--- src/rtl/interval_timer.sv ---
// Programmable interval timer: runtime-loaded period, one-shot or periodic
// mode, tick-enable prescaling, stop/retrigger, stretched done pulse, expiry count.
//
// state | meaning
// ------+-------------------------------------------
// IDLE  | timer not running, counter parked at 0
// RUN   | counting down on tick_en, busy asserted
module interval_timer #(
  parameter int unsigned CNT_W        = 32,
  parameter int unsigned PULSE_CYCLES = 2,
  parameter int unsigned EXP_W        = 8
) (
  input  logic             clk,
  input  logic             reset,
  input  logic             tick_en,
  input  logic             start,
  input  logic             stop,
  input  logic             periodic,
  input  logic [CNT_W-1:0] load_value,
  output logic             busy,
  output logic             done,
  output logic [CNT_W-1:0] remaining,
  output logic [EXP_W-1:0] exp_count,
  output logic             load_err
);

  localparam int unsigned PW = $clog2(PULSE_CYCLES + 1);

  typedef enum logic {
    IDLE = 1'b0,
    RUN  = 1'b1
  } state_t;

  state_t           state_q, state_d;
  logic [CNT_W-1:0] remaining_q, remaining_d;
  logic [CNT_W-1:0] period_q, period_d;
  logic             mode_q, mode_d;
  logic [PW-1:0]    pulse_q, pulse_d;
  logic [EXP_W-1:0] exp_q, exp_d;
  logic             load_err_q, load_err_d;

  always_ff @(posedge clk) begin
    if (reset) begin
      state_q     <= IDLE;
      remaining_q <= '0;
      period_q    <= '0;
      mode_q      <= 1'b0;
      pulse_q     <= '0;
      exp_q       <= '0;
      load_err_q  <= 1'b0;
    end else begin
      state_q     <= state_d;
      remaining_q <= remaining_d;
      period_q    <= period_d;
      mode_q      <= mode_d;
      pulse_q     <= pulse_d;
      exp_q       <= exp_d;
      load_err_q  <= load_err_d;
    end
  end

  always_comb begin
    state_d     = state_q;
    remaining_d = remaining_q;
    period_d    = period_q;
    mode_d      = mode_q;
    exp_d       = exp_q;
    load_err_d  = 1'b0;
    // The pulse stretcher runs on clk alone so done width is independent of tick_en.
    pulse_d     = (pulse_q != '0) ? pulse_q - PW'(1) : '0;

    if (stop) begin
      state_d     = IDLE;
      remaining_d = '0;
      pulse_d     = '0;
    end else if (start) begin
      if (load_value != '0) begin
        period_d    = load_value;
        mode_d      = periodic;
        remaining_d = load_value - CNT_W'(1);
        state_d     = RUN;
      end else begin
        load_err_d  = 1'b1;
      end
    end else if (state_q == RUN && tick_en) begin
      if (remaining_q != '0) begin
        remaining_d = remaining_q - CNT_W'(1);
      end else begin
        exp_d   = exp_q + EXP_W'(1);
        pulse_d = PW'(PULSE_CYCLES);
        if (mode_q) begin
          remaining_d = period_q - CNT_W'(1);
        end else begin
          state_d     = IDLE;
          remaining_d = '0;
        end
      end
    end
  end

  assign busy      = (state_q == RUN);
  assign done      = (pulse_q != '0);
  assign remaining = remaining_q;
  assign exp_count = exp_q;
  assign load_err  = load_err_q;

endmodule

--- config.mk ---
export PLATFORM = sky130hd
export DESIGN_NAME = interval_timer
export DESIGN_NICKNAME = d
export VERILOG_FILES = /design/src/rtl/interval_timer.sv
export SDC_FILE = /design/constraint.sdc
export NUM_CORES = 1
export LEC_CHECK = 0
export ABC_AREA = 1
export ABC_CLOCK_PERIOD_IN_PS = 1900
export CORE_ASPECT_RATIO = 1.2
export CORE_UTILIZATION = 51
export DETAILED_ROUTE_END_ITERATION = 10
export GPL_TIMING_DRIVEN = 0
export PLACE_DENSITY = 0.78
export RECOVER_POWER = 100
export SLEW_MARGIN = 10
export SYNTH_ARGS = -nofsm -noshare
export SYNTH_HDL_FRONTEND = slang
export SYNTH_SLANG_ARGS = --single-unit
--- constraint.sdc ---
create_clock -name clk -period 1.9 [get_ports clk]
set_clock_uncertainty 0.15 [all_clocks]
set_input_delay 0.19 -clock clk [delete_from_list [all_inputs] [get_ports clk]]
set_output_delay 0.19 -clock clk [all_outputs]
set_load 0.1 [all_outputs]
# Yosys cells after proc, flatten, opt, wreduce, memory -nomap -nowiden
# Index checks and enable logic that the tools add are counted.
# W data, S select, Z words.
[op_classes]
addsub = 5
mul = 0
div = 0
order_cmp = 0
n_eq_ne = 3
shifts = 0
muxes = 15
bitwise_logic = 3
reduce_logical = 11
[ops]
columns = ["operator", "n"]
rows = [
  ["$mux W32", 5],
  ["$sub A32 B1 Y32 const B", 3],
  ["$reduce_bool A32 Y1", 2],
  ["$add A8 B1 Y8 const B", 1],
  ["$mux W2", 4],
  ["$reduce_and A4 Y1", 2],
  ["$mux W1", 6],
  ["$ne A2 B2 Y1 const B", 2],
  ["$reduce_bool A2 Y1", 2],
  ["$not A1 Y1", 3],
  ["$reduce_and A3 Y1", 1],
  ["$reduce_or A3 Y1", 1],
  ["$ne A2 B1 Y1 const B", 1],
  ["$reduce_and A2 Y1", 1],
  ["$reduce_or A2 Y1", 1],
  ["$sub A2 B1 Y2 const B", 1],
  ["$logic_and A1 B1 Y1", 1],
]
[word_totals]
ff_bits = 77
latchBits = 0
ramBits = 0
rom_bits = 0
input_bits = 38
out_inout_bits = 43
elab_cells = 44
n_memories = 0

# Longest topological paths before layout
[logic_depth]
word_depth = 5
ltp_mapped = 14
mapped_depth_nobuf = 13

# Least setup slack after synthesis
# OpenSTA, ideal clock, no wires.
[synth_path]
kind = "register to register"
from = "register remaining_q[0], in the netlist remaining[0]"
to = "register remaining_q[15], in the netlist remaining[15]"
setup_ns = 0.071
t_arrival_ns = 2.239
t_required_ns = 1.679
slack_ns = -0.561
path_stages_with_launch = 13
n_path_buf = 1
synth_period_minus_slack_ns = 2.461
cell_sequence = "dfxtp_1 > inv_1 > ha_1 > nand2_4 > nor2_8 > nand2_2 > nor2_4 > inv_2 > buf_2 > nand2_1 > o21ai_2 > nand2_1 > a21oi_1"
[synth_via]
elab_chain_cells = 4
elab_cells_between_ends = 5
classes_between = "1 x add/sub; 3 x mux; 1 x reduce/logical"
[synth_rtl]
columns = ["element", "line_no", "rtl"]
rows = [
  ["from (decl)", "35", "logic [CNT_W-1:0] remaining_q, remaining_d;"],
  ["from (signal assigned)", "53", "remaining_q <= remaining_d;"],
  ["$sub A32 B1 Y32 or $reduce_bool A32 Y1 (tied branches)", "87, 86", ""],
  ["$mux W32 (*)", "86", "if (remaining_q != '0) begin"],
  ["$mux W32 (*)", "85", "end else if (state_q == RUN && tick_en) begin"],
  ["$mux W32 (*)", "76", "end else if (start) begin"],
]
# Mark *: on every way between the ends. The rest lies on a longest branch, timed or not. The select of a mux whose other input is x is not followed.
# A chain may end at the register's enable or synchronous reset.

# Final worst setup path
[layout_path]
from = "register remaining_q[7], in the netlist remaining[7]"
to = "register remaining_q[18], in the netlist remaining[18]"
# The elaborated chain is that of the path after synthesis.

==> flow_summary_export.csv <==
group,metric,value,unit
timing,period_needed,2058,ps
cells_and_area,n_fill_cell,936,
global_routing,grt_pass1_vias,6781,
timing,hold_viol_final,0,
floorplan,fp.dieH,121.5,microns
setup_path,crit_path_end_kind,"register",
yosys,synth_nets,1028,
yosys,netlist_top_cells_area,"dfxtp_1, nand2_1, nor2_1",
timing,fin_crit_sh,1.083,
cells_and_area,n_antenna_cell,0,
run,maxCapViolCount,0,
setup_path,crit_path_start,"remaining[7]",
global_routing,grt-ovfl-total,0,
setup_path,critical_path_class,"reg2reg",
placed_design,place.gp.congestion,1.022,
timing,fmax,485.9,MHz
global_routing,grt_max_degree,15,
routing,drt-initial-drc-count,739,
yosys,synth_top_cell_area_share,0.2541,
timing,setup_viol,37,
global_routing,antenna_found_initial,1,
global_routing,grt_usage,0.3740,
timing,worst_pin_slew,951.4,ps
floorplan,rows,43,
clock_tree,numCtsBuffers,9,
yosys,yosysSeqAreaShare,0.2541,
setup_path,start_kind,"register",
routing,ant_nets,0,
setup_path,critPathTopFamily,"simple AND/OR/NAND/NOR gates",
yosys,yosysUniqueCellTypes,42,
cells_and_area,finalCoreUtilization,0.7277,
worst_hold_path,hp-class,"in2reg",
floorplan,initial_core_util,0.5244,
timing,slew_violations,0,
power,power,5.681,mW
setup_path,critPathSlowestCell,"dfxtp_4",
routing,drc,0,
yosys,synth.most_common_cell,"nand2_1",
placed_design,hpwlAfterDp,16230,microns
routing,wire_per_inst,17.75,microns
clock_tree,clkTransAtPathRegs,60,ps
clock_tree,clk_latency,350,ps
clock_tree,clock_tree.root_cell,"clkbuf_16",
global_routing,grt_pass1_wl,34890,microns
timing,grt_setup_unrepaired,"true",
floorplan,dieArea,12340,sq um
cells_and_area,layout.cells.non_filler,1287,
setup_path,path_cells,"nor2_4 -> nand2_4 -> nor2_8 -> buf_6 -> nand2_4 -> nor2_4 -> buf_6 -> nand4_1 -> nand2_1 -> nand2_1 -> nand3_2 -> nand2_1 -> inv_1",
cells_and_area,syn_to_final_growth,38.78,%
floorplan,die_width,101.6,microns
setup_path,arrival,2200,ps
floorplan,io_pins,81,
placed_design,port_buffers,80,
placed_design,dp_cells,1222,
timing,max-slew-margin-rel,0.3682,
power,ir_drop,505.0,uV
cells_and_area,layout-drive-gt1-share,0.3044,
routing,vias,7326,
yosys,yosysTopAreaCell,"dfxtp_1",
setup_path,crit_path_max_incr_delay,370,ps
outcome,status,"complete, but fails checks",
floorplan,core_area,11570,sq um
setup_path,crit_path_frequent_cell,"nand2_1",
setup_path,crit_buf_inv,3,
routing,wirelength,22850,microns
timing,timing.final.ws_setup,-158.0,ps
yosys,syn_area,6066,sq um
clock_tree,tritoncts,"built",
routing,viasPerCell,5.692,
setup_path,critPathMaxFanout,7,
cells_and_area,finalNetCount,1168,
yosys,synth-main-ff-cell,"dfxtp_1",
power,leakage,3.778,nW
yosys,syn-instance-count,985,
placed_design,dpl_worst_slack,-680.1,ps
yosys,async_flop_share,0,
yosys,yosysWarnings,0,
clock_tree,clockBufferDepth,2,
power,power_density,674.9,nW/um^2
worst_hold_path,hold_path.startpoint,"load_value[13]",
clock_tree,cts_htree_levels,3,
setup_path,worstPathRequired,2040,ps
yosys,synth_commonest_cells,"nand2_1, nor2_1, o21ai_0",
clock_tree,clock-sinks,77,
yosys,synth_area_per_cell,6.158,sq um
clock_tree,ctsHoldBuffers,0,
yosys,synth_edf_count,0,
routing,detail_route.first_pass.iterations,6,
outcome,violations,"negative setup slack",
yosys,ys_ff_latch,77,
setup_path,rr_startpoint,"remaining[7]",
[state kept, by name, indices dropped and copies added, names as in the netlist]
register / count
busy: 1
exp_count: 8
load_err: 1
mode_q: 1
period_q: 32
pulse_q: 2
remaining: 32
[report_power, final]
| part | internal (mW) | switching (mW) | total, mW |
|---|---|---|---|
| registers | 1.68 | 0.109 | 1.79 |
| logic | 0.716 | 1.41 | 2.12 |
| clock network | 1.02 | 0.748 | 1.77 |
| total | 3.42 | 2.26 | 5.68 |
[area by class of cell]
cell class,count,area [sq um],share of cell area
timing repair buffer,129,1096,0.1302
tap,157,196.4,0.02334
sequential,77,1657,0.1968
buffer,32,285.3,0.03389
clock inverter,7,75.07,0.008918
inverter,98,375.4,0.04459
clock buffer,9,225.2,0.02675
multi-input combinational,778,4508,0.5355
[metal layers]
metal  track usage  part of all wire  wire [microns]  up-vias
met1        0.4757              0.39            8984     3336
met3       0.05991             0.083            1887       87
li1              -                 -               -     3492
met5             0                 0               0        -
met4        0.1766             0.051            1162        0
met2        0.6106              0.47           10810      411
[tightest hold or removal path: stages]
cell	delay, ps
clkbuf_2	150
nor2_1	60
nor2_1	90
[cells in the final DEF (no fill, tap or decap), types with 12 or more instances in the layout]
cell type	instances
a21oi_1	64
a21oi_2	12
buf_4	38
buf_6	20
clkbuf_2	31
dfxtp_1	41
dfxtp_4	28
dlygate4sd2_1	26
inv_1	89
nand2_1	181
nand2_2	25
nand3_1	52
nand3_2	22
nand4_1	13
nor2_1	131
nor2_2	39
nor2_4	20
o21ai_0	54
o21ai_1	37
o21ai_2	12
xnor2_1	15
xor2_1	30
[per-stage QoR]
stage / TNS (ps) / hold slack, ps / instance area [sq um]
5_1_grt: -6995 / 35.65 / 8418
6_report: -3268 / 25.39 / 8418
2_1_floorplan: -23.35 / 101.7 / 6208
3_3_place_gp: -38280 / 302.7 / 7206
3_5_place_dp: -37020 / 312.0 / 7206
4_1_cts: -1730 / 181.5 / 8292
[cells by family after synthesis]
family	Yosys count	share of synthesized area
buf+inv	130	0.09983
xor+xnor	46	0.06642
flops	77	0.2541
fa+ha+maj	5	0.01031
simple gates	533	0.3985
compound gates	194	0.1708
[final timing paths]
kind | endpoint | slack [ps] | cells past startpoint
worst max-delay path | remaining[18] | -160 | 13
worst min-delay path | period_q[13] | 30 | 3
worst max register to register | remaining[18] | -160 | 13
worst min register to register | exp_count[0] | 320 | 1
[what timing repair did]
item | CTS | global route
resized for setup | 269 | 115
cloned | 4 | 0
buffers inserted | 41 | 5
endpoints found under the setup margin | 116 | 102
pin swaps | 57 | 37
Note: power is estimated with default switching activity, not from simulation.
